File: config.mk
export PLATFORM = sky130hd
export DESIGN_NAME = move_issuer
export DESIGN_NICKNAME = d
export VERILOG_FILES = /design/src/rtl/move_issuer_pkg.sv /design/src/rtl/move_issuer_cell_index.sv /design/src/rtl/move_issuer.sv
export SDC_FILE = /design/constraint.sdc
export NUM_CORES = 1
export LEC_CHECK = 0
export ABC_AREA = 0
export CORE_AREA = 3 3 69 71
export CTS_CLUSTER_SIZE = 10
export DETAILED_ROUTE_END_ITERATION = 7
export DIE_AREA = 0 0 72 74
export PLACE_DENSITY = 0.83
export SYNTH_ARGS = -nofsm -noshare
export SYNTH_HDL_FRONTEND = slang
export SYNTH_SLANG_ARGS = --single-unit
File: constraint.sdc
create_clock -name in_clka -period 3.7 [get_ports in_clka]
set_clock_uncertainty 0.05 [all_clocks]
set_input_delay 0.74 -clock in_clka [delete_from_list [all_inputs] [get_ports in_clka]]
set_output_delay 0.74 -clock in_clka [all_outputs]
set_load 0.1 [all_outputs]
File: src/rtl/move_issuer_pkg.sv
// move_issuer_pkg: shared state codes, error codes and board geometry for the move issuer.
package move_issuer_pkg;
  localparam int SIDE = 5;
  localparam int CELLS = 25;
  localparam int IDX_W = 5;
  typedef enum logic [2:0] {
    IDLE  = 3'd0,
    CHECK = 3'd1,
    ISSUE = 3'd2,
    WAIT  = 3'd3,
    LOCK  = 3'd4
  } state_t;
  typedef enum logic [2:0] {
    ERR_NONE    = 3'd0,
    ERR_OFF     = 3'd1,
    ERR_CLEARED = 3'd2,
    ERR_OVER    = 3'd3,
    ERR_BUSY    = 3'd4,
    ERR_TIMEOUT = 3'd5
  } err_t;
endpackage

File: src/rtl/move_issuer_cell_index.sv
// move_issuer_cell_index: row/col to linear cell index plus off-board flag.
module move_issuer_cell_index
  import move_issuer_pkg::*;
(
  input  logic [2:0]       row,
  input  logic [2:0]       col,
  output logic [IDX_W-1:0] idx,
  output logic             off
);
  assign off = (row >= 3'(SIDE)) || (col >= 3'(SIDE));
  assign idx = IDX_W'(row) * IDX_W'(SIDE) + IDX_W'(col);
endmodule

File: src/rtl/move_issuer.sv
// move_issuer: screens keypad strikes and drives the game's one-cycle move handshake with retries.
module move_issuer
  import move_issuer_pkg::*;
#(
  parameter int RETRY_CYCLES = 8,
  parameter int MAX_RETRY    = 3
) (
  input  logic             in_clka,
  input  logic             in_restart,
  input  logic             in_key,
  input  logic [2:0]       in_row,
  input  logic [2:0]       in_col,
  input  logic [CELLS-1:0] in_cleared,
  input  logic             in_ready,
  input  logic             in_gameover,
  input  logic             in_win,
  output logic             out_data_in,
  output logic [IDX_W-1:0] out_data,
  output logic             out_busy,
  output logic             out_reject,
  output logic [2:0]       out_err,
  output logic [7:0]       out_moves,
  output logic [2:0]       out_state
);
  localparam int WW = $clog2(RETRY_CYCLES + 1);
  localparam int RW = $clog2(MAX_RETRY + 1);
  state_t state, nxt;
  logic [2:0] row, col, err, err_n;
  logic [IDX_W-1:0] idx, data;
  logic off, over, fire, expire, rej_n, reject;
  logic [WW-1:0] wcnt;
  logic [RW-1:0] retry;
  logic [7:0] moves;
  move_issuer_cell_index u_idx (.row(row), .col(col), .idx(idx), .off(off));
  assign over = in_gameover | in_win;
  assign fire = (state == ISSUE) && in_ready && !over && !in_restart;
  assign expire = (state == WAIT) && in_ready && (wcnt == WW'(RETRY_CYCLES - 1));
  assign out_data_in = fire;
  assign out_data = fire ? idx : data;
  assign out_busy = state inside {CHECK, ISSUE, WAIT};
  assign out_reject = reject;
  assign out_err = err;
  assign out_moves = moves;
  assign out_state = state;
  always_comb begin
    nxt = state;
    rej_n = 1'b0;
    err_n = err;
    case (state)
      IDLE: nxt = in_key ? CHECK : IDLE;
      CHECK: begin
        if (over) begin
          nxt = LOCK; rej_n = 1'b1; err_n = ERR_OVER;
        end else if (off) begin
          nxt = IDLE; rej_n = 1'b1; err_n = ERR_OFF;
        end else if (in_cleared[idx]) begin
          nxt = IDLE; rej_n = 1'b1; err_n = ERR_CLEARED;
        end else begin
          nxt = ISSUE; err_n = ERR_NONE;
        end
      end
      ISSUE: nxt = over ? LOCK : in_ready ? WAIT : ISSUE;
      WAIT: begin
        if (over) nxt = LOCK;
        else if (!in_ready) nxt = IDLE;
        else if (expire && retry < RW'(MAX_RETRY)) nxt = ISSUE;
        else if (expire) begin
          nxt = IDLE; rej_n = 1'b1; err_n = ERR_TIMEOUT;
        end
      end
      LOCK: begin
        rej_n = in_key;
        err_n = in_key ? ERR_OVER : err;
      end
      default: nxt = IDLE;
    endcase
    // a stray key only reports busy when the FSM itself has nothing to refuse this cycle
    if (in_key && out_busy && !rej_n) begin
      rej_n = 1'b1;
      err_n = ERR_BUSY;
    end
  end
  always_ff @(posedge in_clka) begin
    if (in_restart) begin
      state <= IDLE;
      row <= '0;
      col <= '0;
      data <= '0;
      reject <= 1'b0;
      err <= ERR_NONE;
      moves <= '0;
      wcnt <= '0;
      retry <= '0;
    end else begin
      state <= nxt;
      reject <= rej_n;
      err <= err_n;
      wcnt <= (state == WAIT) ? wcnt + 1'b1 : '0;
      if (state == IDLE && in_key) begin
        row <= in_row;
        col <= in_col;
      end
      if (fire) data <= idx;
      if (state == WAIT && !over) begin
        if (!in_ready) begin
          moves <= moves + 8'(moves != 8'hFF);
          retry <= '0;
        end else if (expire) retry <= (retry < RW'(MAX_RETRY)) ? retry + 1'b1 : '0;
      end
    end
  end
endmodule

==> impl_metrics.ini <==
[status]
status = finished, final reports clean

[critical_path]
r2r_slack_ns = 0.55
worstSetupEndpointType = output pin
crit_end = out_data[0]
path_buf_inv = 3
crit_fanout = 7
cp.arrival_ns = 2.78
critPathMaxStageDelay_ns = 0.39
worstRegToRegCells = 9
crit_chain = dlygate4sd2_1 -> or3b_4 -> or3b_4 -> or3_1 -> buf_6 -> mux2_4 -> buf_12
critical_path_class = in -> out
worst_path_most_repeated_cell = or3b_4
cp.depth = 7
r2r_end = out_err[1]
start_kind = input pin
r2r_start = row[2]
crit_start = in_gameover
crit_slowest_cell = or3b_4
crit_required_ns = 2.91
crit_family = simple AND/OR/NAND/NOR gates

[floorplan]
start_util_pct = 44.2
die_h_um = 74
rows = 24
die_area_um2 = 5330
dieWidth_um = 72
core_um2 = 4290
io_pins = 59

[synthesis]
ys_ff_latch = 32
syn-num-nets = 245
ys_top_cells_by_area = dfxtp_1 34%, ha_1 7.9%, mux2i_1 7.9%, mux4_2 7.1%, nor2_1 5.7%
synth_edf_count = 0
syn_area_um2 = 1900
synthTopCellsByCount = 32 x dfxtp_1, 29 x nor2_1, 15 x mux2i_1
synth.distinct_cells = 46
ys_seq_area_share_pct = 33.8
yosys.area.top_type_share_pct = 33.8
synth_ff_type = dfxtp_1
yosysMostFrequentCell = dfxtp_1
ys_warn_count = 0
synth_area_leader_cell = dfxtp_1
async_flop_share_pct = 0
synth_cells = 195
syn_avg_cell_area_um2 = 9.73

[layout]
n_fill_cell = 350
antenna_cells = 0
drive_gt1_share_pct = 16.0
nets = 306
fin_area_um2 = 2710
area_delta_synth_final_pct = 42.9
post-route-util_pct = 63.2
multi_input_area_um2 = 1210
regArea_um2 = 641
fin_cells = 309

[placed_design]
numPortBuffers = 58
placed_area_um2 = 2600
place_congestion = 0.883
place_inst = 301
dp_hpwl_mm = 3.51
place_ws_ns = -0.0751

[pwr]
powerDensity_nw_per_um2 = 351
ir_drop_mv = 0.182
total_power_mw = 0.952
leakagePower_nw = 1.12

[flow_run]
cap_viol_max_count = 0

[detailed_routing]
drc = 0
drt_iter0_drc = 101
num_vias = 1629
wl_mm = 4.48
antenna_left = 0
post_drt_wl_per_cell_um = 14.5
first_pass_iters = 4
viasPerCell = 5.27

[grt]
grt_usage_pct = 17.8
grt-ovfl-total = 0
grt_max_degree = 31
grt_pass1_wl_mm = 7.34
antenna_found_initial = 0
grt_pass1_vias = 1609

[clock_tree]
numCtsBuffers = 5
cts.sinks = 32
clk_path_buf_depth = 2
htreeDepth = 2
clkLatencyLatePin_ns = 0.29
clk_pin_slew_ns = 0.07
cts_root_buf = clkbuf_8
cts_tree = built

[timing]
tns_ns = 0
tightest_slew_ns = 0.980
setup_viol = 0
hold_viol_final = 0
period_share_pct = 96.5
slew_headroom_pct = 34.5
drv_slew = 0
fmax_ghz = 0.280
min_period_ns = 3.57
hold_ws_ns = 0.402
worst_slack_ns = 0.129
rsz0062_at_grt = no

[min_path]
hold_class = reg -> reg
-- worst min path at each step --
stage,start,endpoint,slack (ns),cells past startpoint
2_1_floorplan,wcnt[0],wcnt[0],0.37,1
3_3_place_gp,wcnt[0],wcnt[0],0.38,1
4_1_cts,wcnt[0],wcnt[0],0.40,1
6_report,wcnt[0],wcnt[0],0.40,1
5_1_grt,wcnt[0],wcnt[0],0.43,1
3_5_place_dp,wcnt[0],wcnt[0],0.39,1
-- cells in the final DEF, fill, tap and decap left out, types with 2 or more instances in the layout --
| cell | instances |
|---|---|
| a2111oi_0 | 4 |
| a21o_1 | 3 |
| a21oi_1 | 3 |
| a31oi_1 | 2 |
| and3_1 | 3 |
| buf_12 | 6 |
| buf_4 | 9 |
| clkbuf_8 | 5 |
| clkdlybuf4s50_1 | 46 |
| dfxtp_1 | 32 |
| dlygate4sd2_1 | 2 |
| ha_1 | 12 |
| inv_1 | 2 |
| mux2_4 | 4 |
| mux2i_1 | 15 |
| mux4_2 | 6 |
| nand2_1 | 10 |
| nand3_1 | 6 |
| nand4_1 | 2 |
| nor2_1 | 29 |
| nor2b_1 | 6 |
| nor2b_4 | 2 |
| nor3_1 | 3 |
| nor3b_1 | 3 |
| o21ai_0 | 6 |
| or3_1 | 2 |
| or3b_4 | 2 |
| xnor2_1 | 4 |
| xor2_1 | 8 |
-- metal layers --
layer / track usage (%) / vias to the layer above / share of wire, %
li1: - / 819 / -
met1: 21.7 / 762 / 44
met2: 29.7 / 37 / 50
met3: 5.00 / 11 / 3.8
met4: 7.31 / 0 / 2.1
met5: 0 / - / 0
-- timing repair --
action,CTS,global route
endpoints found under the hold margin,0,0
setup buffers,0,0
hold buffers,0,0
resized for setup,4,0
setup endpoints to repair,4,0
-- flip-flops by register name, summed over array words and instances, names as in the netlist --
register	count
col	3
data	5
out_err	3
out_moves	8
out_reject	1
out_state	3
retry	2
row	3
wcnt	4
-- where the power goes --
part | leakage (nW) | internal (mW) | switching (mW)
clock | 0.0552 | 0.200 | 0.130
sequential | 0.260 | 0.356 | 0.0133
combinational | 0.802 | 0.113 | 0.140
total | 1.12 | 0.669 | 0.283
-- worst register-to-register path: cells and delay by family (launching register included) --
kind / cells / cell delay, ns
adder cells (fa/ha/maj): 3 / 1.30
multiplexers: 4 / 0.92
flip-flops: 1 / 0.39
AO/OA/AOI/OAI: 2 / 0.36
-- kinds of logic (layout without fill, tap and decap cells) --
logic type / count (synthesis) / after routing / share of synthesized area [%]
muxes: 25 / 25 / 18.2
adders and majority gates: 13 / 13 / 8.96
xor gates and xnor gates: 12 / 12 / 5.54
buffers and inverters: 12 / 74 / 2.97
DFF: 32 / 32 / 33.8
AOI/OAI and AO/OA: 26 / 26 / 9.69
and+or+nand+nor: 75 / 75 / 20.9
-- final cells by class --
type,instances,area share [%]
Clock buffer,6,2.68
Timing Repair Buffer,64,25.0
Multi-Input combinational cell,151,44.8
Clock inverter,2,1.29
Sequential cell,32,23.6
Inverter,2,0.277
Tap cell,52,2.40
Power figures use the tool's default switching activity.
